===== config.mk =====
export PLATFORM = sky130hd
export DESIGN_NAME = fft_sdf_stage4
export DESIGN_NICKNAME = d
export VERILOG_FILES = /design/src/rtl/fft_sdf_stage4.sv
export SDC_FILE = /design/constraint.sdc
export NUM_CORES = 1
export LEC_CHECK = 0
export CELL_PAD_IN_SITES_DETAIL_PLACEMENT = 0
export CELL_PAD_IN_SITES_GLOBAL_PLACEMENT = 2
export CORE_UTILIZATION = 37
export CTS_CLUSTER_SIZE = 8
export DETAILED_ROUTE_END_ITERATION = 8
export PLACE_DENSITY = 0.87
export SLEW_MARGIN = 30
export SYNTH_ARGS = -nofsm -noshare
export SYNTH_HDL_FRONTEND = slang
export SYNTH_SLANG_ARGS = --single-unit
export TNS_END_PERCENT = 1

===== constraint.sdc =====
create_clock -name clk -period 3.7 [get_ports clk]
set_input_delay 0.74 -clock clk [delete_from_list [all_inputs] [get_ports clk]]
set_output_delay 0.74 -clock clk [all_outputs]
set_load 0.02 [all_outputs]

===== src/rtl/fft_sdf_stage4.sv =====
// Radix-2 SDF stage 4 of the 32-point DIF FFT: 2-deep feedback delay, add/sub butterfly
// and W4 twiddle, with an input register for stage-3 timing and a registered 17-bit output.
//
// state   | meaning
// --------+-------------------------------------------------------------
// IDLE    | no group in flight; a valid sample is taken as WAITING k=0
// WAITING | filling the delay line with the first half of a fresh group
// FIRST   | second half arriving: emit sums, store differences
// SECOND  | emit stored differences (x1 / x-j), store next group's first half
// DRAIN   | input stopped after SECOND k=0: emit the last difference
module fft_sdf_stage4 (
    input  logic               clk,
    input  logic               rst,
    input  logic               in_valid,
    input  logic signed [15:0] in_r,
    input  logic signed [15:0] in_i,
    output logic               out_valid,
    output logic signed [16:0] out_r,
    output logic signed [16:0] out_i,
    output logic [4:0]         out_idx,
    output logic               err
);

    typedef enum logic [2:0] {
        IDLE    = 3'd0,
        WAITING = 3'd1,
        FIRST   = 3'd2,
        SECOND  = 3'd3,
        DRAIN   = 3'd4
    } state_t;

    state_t state, state_nxt;

    logic signed [15:0] x_r_q, x_i_q;
    logic               v_q;
    logic signed [16:0] sr_r [2];
    logic signed [16:0] sr_i [2];
    logic               k, k_nxt;
    logic [4:0]         idx_cnt;

    logic signed [16:0] xe_r, xe_i, b_r, b_i, w4_r, w4_i;
    logic               emit, shift, clr_sr, set_err;
    logic signed [16:0] emit_r, emit_i, push_r, push_i;

    assign xe_r = {x_r_q[15], x_r_q};
    assign xe_i = {x_i_q[15], x_i_q};
    assign b_r  = sr_r[0];
    assign b_i  = sr_i[0];

    // W4^k: k=0 passes through, k=1 multiplies by -j.
    assign w4_r = k ? b_i : b_r;
    assign w4_i = k ? -b_r : b_i;

    always_ff @(posedge clk) begin
        if (rst) begin
            state <= IDLE;
        end else begin
            state <= state_nxt;
        end
    end

    always_comb begin
        state_nxt = state;
        case (state)
            IDLE: begin
                if (v_q) state_nxt = WAITING;
            end
            WAITING: begin
                if (v_q && k) state_nxt = FIRST;
            end
            FIRST: begin
                if (v_q && k) state_nxt = SECOND;
            end
            SECOND: begin
                if (v_q) begin
                    if (k) state_nxt = FIRST;
                end else begin
                    state_nxt = k ? IDLE : DRAIN;
                end
            end
            DRAIN: begin
                state_nxt = v_q ? WAITING : IDLE;
            end
            default: state_nxt = IDLE;
        endcase
    end

    always_comb begin
        emit    = 1'b0;
        emit_r  = '0;
        emit_i  = '0;
        shift   = 1'b0;
        push_r  = '0;
        push_i  = '0;
        clr_sr  = 1'b0;
        set_err = 1'b0;
        k_nxt   = k;
        case (state)
            IDLE, WAITING: begin
                if (v_q) begin
                    shift  = 1'b1;
                    push_r = xe_r;
                    push_i = xe_i;
                    k_nxt  = ~k;
                end
            end
            FIRST: begin
                if (v_q) begin
                    emit   = 1'b1;
                    emit_r = b_r + xe_r;
                    emit_i = b_i + xe_i;
                    shift  = 1'b1;
                    push_r = b_r - xe_r;
                    push_i = b_i - xe_i;
                    k_nxt  = ~k;
                end
            end
            SECOND: begin
                emit   = 1'b1;
                emit_r = w4_r;
                emit_i = w4_i;
                if (v_q) begin
                    shift  = 1'b1;
                    push_r = xe_r;
                    push_i = xe_i;
                    k_nxt  = ~k;
                end else if (!k) begin
                    shift = 1'b1;
                    k_nxt = 1'b1;
                end else begin
                    // Half of the next group is already stored and cannot be completed.
                    clr_sr  = 1'b1;
                    set_err = 1'b1;
                    k_nxt   = 1'b0;
                end
            end
            DRAIN: begin
                emit   = 1'b1;
                emit_r = w4_r;
                emit_i = w4_i;
                shift  = 1'b1;
                if (v_q) begin
                    push_r = xe_r;
                    push_i = xe_i;
                    k_nxt  = 1'b1;
                end else begin
                    k_nxt = 1'b0;
                end
            end
            default: begin
                clr_sr = 1'b1;
                k_nxt  = 1'b0;
            end
        endcase
    end

    always_ff @(posedge clk) begin
        if (rst) begin
            x_r_q     <= '0;
            x_i_q     <= '0;
            v_q       <= 1'b0;
            sr_r[0]   <= '0;
            sr_r[1]   <= '0;
            sr_i[0]   <= '0;
            sr_i[1]   <= '0;
            k         <= 1'b0;
            idx_cnt   <= '0;
            out_valid <= 1'b0;
            out_r     <= '0;
            out_i     <= '0;
            out_idx   <= '0;
            err       <= 1'b0;
        end else begin
            x_r_q <= in_r;
            x_i_q <= in_i;
            v_q   <= in_valid;
            k     <= k_nxt;

            if (clr_sr) begin
                sr_r[0] <= '0;
                sr_r[1] <= '0;
                sr_i[0] <= '0;
                sr_i[1] <= '0;
            end else if (shift) begin
                sr_r[0] <= sr_r[1];
                sr_i[0] <= sr_i[1];
                sr_r[1] <= push_r;
                sr_i[1] <= push_i;
            end

            out_valid <= emit;
            out_r     <= emit ? emit_r : '0;
            out_i     <= emit ? emit_i : '0;

            if (state == IDLE) begin
                idx_cnt <= '0;
                out_idx <= '0;
            end else if (emit) begin
                out_idx <= idx_cnt;
                idx_cnt <= idx_cnt + 5'd1;
            end

            if (set_err) err <= 1'b1;
        end
    end

endmodule


==> key figures <==
Outcome
  • Outcome: finished, final reports clean

Synth
  • Top FF cell, synth: dfxtp_1
  • Synth Area in Compound Gates: about 16%
  • Mux cell area share after synthesis: 4.520%
  • Post-Syn Area: roughly 8900 um2
  • Syn_area_per_cell: between 9 and 10 um2
  • Post-synth EDFFs: a little under 70
  • Post-synthesis sequential area ratio: between 40 and 50%
  • Mapped Cells: ~940
  • Largest family of logic cells by synthesized area: simple AND/OR/NAND/NOR gates
  • Fraction of registers with async set or reset after synthesis: 0%
  • Synth Area in Simple Gates: 16.41%
  • Synth Area in Adders: 10.16%
  • Netlist cell types: between 60 and 70
  • Syn. warnings: 0
  • XOR/XNOR Fraction of Synth Area: 6.878%
  • Yosys reg bits: around 150
  • Post-Syn Nets: ~1.0k

Placed design
  • Dpl cell area: approximately 10000 um2
  • Port buffer count: 75
  • DP HPWL: approximately 16000 um
  • Routability cong.: a little under 0.9

Global route
  • Global route overflow: 0
  • First-pass GRT wire length: approximately 35000 um
  • Total track usage: roughly a fifth
  • Initial antenna violation count: 0
  • Largest net degree at the start of global routing: 46
  • Number of global-route vias before repair: between 6k and 7k

Detailed routing
  • Initial drt markers: 298
  • Per-cell routed wire length: roughly 17 um
  • DRT antenna net count: 0
  • Via density: just over 5
  • Post-route DRC: 0
  • Final Routed Wirelength: roughly 22000 um
  • Via count: roughly 6.7k
  • First-pass iteration count of the detailed router: 5

Floorplanning
  • IO Pins: between 70 and 80
  • Initial Util: roughly 38%
  • Num rows: 56
  • Core area: ~24000 um2
  • Area of the die: around 25000 um2
  • Die height: 157.2 um
  • Die Span X: roughly 160 um

CTS
  • Worst-path clk slew: around 60 ps
  • H-tree levels: 4
  • Clock Tree Buf Depth: 2
  • Skew-Pair Late Insertion Delay: 430 ps
  • Sink Count: 151
  • Clock root cell: clkbuf_16
  • Post_cts resized: 0
  • Post-CTS setup buffer count: 0
  • CTS tree: done
  • CTS Buf Count: 17
  • Hold Buf Count CTS: 0

Setup path
  • CP startpoint kind: flop
  • CP Cell Sequence: ha_1, a2111oi_4, a221oi_1, o41a_1, a41o_1, o41ai_2, xor2_1, nand3_1, o311ai_1
  • Crit path DAT: between 3000 and 4000 ps
  • Critical path type: flop to flop
  • R2R Path Start: sr_i[0][7]
  • CP Data Required Time: between 3000 and 4000 ps
  • CP Capture Type: flop
  • Critical-path top delay cell: ha_1
  • Max FO, Critical Path: 9
  • Crit. Startpoint: sr_i[0][7]
  • Max stage delay on crit path: 470 ps

Layout
  • Filler cell count: roughly 2.3k
  • # diodes: 0
  • Multi-input logic area: roughly 4800 um2
  • Nets: between 1k and 1.5k
  • Share of cells above drive strength 1: under 10%
  • Syn-to-layout area delta: 18.82%
  • FF/Latch Area: 3705 um2
  • Fin area: approximately 11000 um2

STA
  • Unrepaired setup endpoints after global routing: false
  • Final Hold Fails: 0
  • Post-layout min period: 3035 ps
  • Clock Skew: about 13 ps
  • Hold_ws: about 470 ps
  • Final setup viols: 0
  • Final period utilization: between 80% and 90%
  • Max Slew Vio Count: 0
  • F_max: roughly 330 MHz
  • Rel. slew slack: between 50% and 60%
  • Setup TNS: 0 ps
  • Slew @ Worst Pin: approximately 730 ps

Power
  • VDD IR max: 0.1955 mV
  • Pwr per Cell Area: roughly 410 nW/um2
  • P_leak: 4.059 nW

Hold path
  • Min-delay src: err
  • Worst Hold Class: flop to flop

Flow run
  • Max cap viols: 0
==> cell usage in the layout, fill, tap and decap left out, types with 3 or more instances in the layout <==
cell,count
clkbuf_16,20
dfxtp_1,82
mux2i_1,29
nand2b_1,14
or3_1,6
o211ai_1,3
nor3_1,23
nor2_1,106
a21o_1,11
a21oi_1,46
ha_1,66
xor2_1,21
a22oi_1,22
o21ai_0,25
buf_12,3
and2_1,35
clkbuf_1,4
a221oi_1,3
o22ai_1,28
o31ai_1,3
a211oi_1,4
nand4_1,4
o21bai_1,12
buf_4,12
clkdlybuf4s50_1,74
nor2b_1,43
clkinv_2,3
o31a_1,3
a31oi_1,5
xnor2_1,49
nand3_1,6
nor4_1,7
edfxtp_1,68
inv_1,63
a32oi_1,3
o21a_1,10
mux2_2,10
nand2_1,34
fa_1,4
==> sequential cells by signal (all words and copies together), names as in the netlist <==
name and flops:
v_q 1, out_r 17, out_valid 1, k 1, sr_i 34, idx_cnt 5, out_i 17, out_idx 5
state 3, x_i_q 16, sr_r 34, err 1, x_r_q 16
==> synth_stat cells (all sizes together), types with 23 or more instances <==
library cell / count / area, um2
nor3: 23 / 115.1
o21ai: 26 / 130.1
o22ai: 28 / 175.2
clkbuf: 40 / 150.1
nor2: 106 / 397.9
edfxtp: 68 / 2042
xnor2: 49 / 429.2
mux2i: 29 / 290.3
dfxtp: 83 / 1662
inv: 64 / 240.2
a21oi: 47 / 239.0
nand2: 35 / 131.4
ha: 66 / 825.8
and2: 35 / 219.0
nor2b: 45 / 289.0
==> routing by layer <==
metal  vias up  GRT usage [%]  wire length, um
met5         -              0                0
met4         0          7.582              609
met3        30          3.442              812
met2       147          31.10            10370
met1      3172          24.43            10600
li1       3390              -                -
==> layout make-up <==
type | instances | area share, %
Clock buffer | 26 | 5.127
Clock inverter | 6 | 0.3426
Inverter | 64 | 2.268
Multi-Input combinational cell | 672 | 45.06
Sequential cell | 151 | 34.98
Tap cell | 319 | 3.768
Timing Repair Buffer | 90 | 8.458
==> per-stage QoR <==
stage | total power [W] | instances | worst slack (ps) | utilization, %
2_1_floorplan | 0.002464 | 938 | 731.9 | -
3_3_place_gp | 0.002660 | 1296 | 786.7 | 42.53
3_5_place_dp | 0.002658 | 1296 | 712.9 | 42.53
4_1_cts | 0.004388 | 1328 | 684.5 | 44.99
5_1_grt | 0.004541 | 1328 | 492.9 | 44.99
6_report | 0.004343 | 1328 | 664.8 | 44.99
==> cells by family after synthesis <==
family | after synthesis
simple gates | 292
flops | 151
mux | 39
xor+xnor | 70
buf+inv | 115
compound gates | 201
fa+ha+maj | 70
==> power by group <==
part           total [W]  leakage, nW  internal [W]  switching, W
registers        0.00188         1.41       0.00181     0.0000680
logic           0.000742         2.36      0.000335      0.000406
clock network    0.00172        0.290       0.00101      0.000707
==> worst paths after layout <==
kind,to,slack (ps),depth (start not counted)
setup / recovery,sr_i[0][33],660,9
hold / removal,err,470,2
setup reg to reg,sr_i[0][33],660,9
hold reg to reg,err,470,2
==> worst max-delay path, delay by kind of cell (launching register included) <==
kind,cells,cell delay (ps)
compound gates,6,1600
xor+xnor,1,230
flops,1,450
simple gates,1,110
fa+ha+maj,1,470
Note: power is estimated with default switching activity, not from simulation.
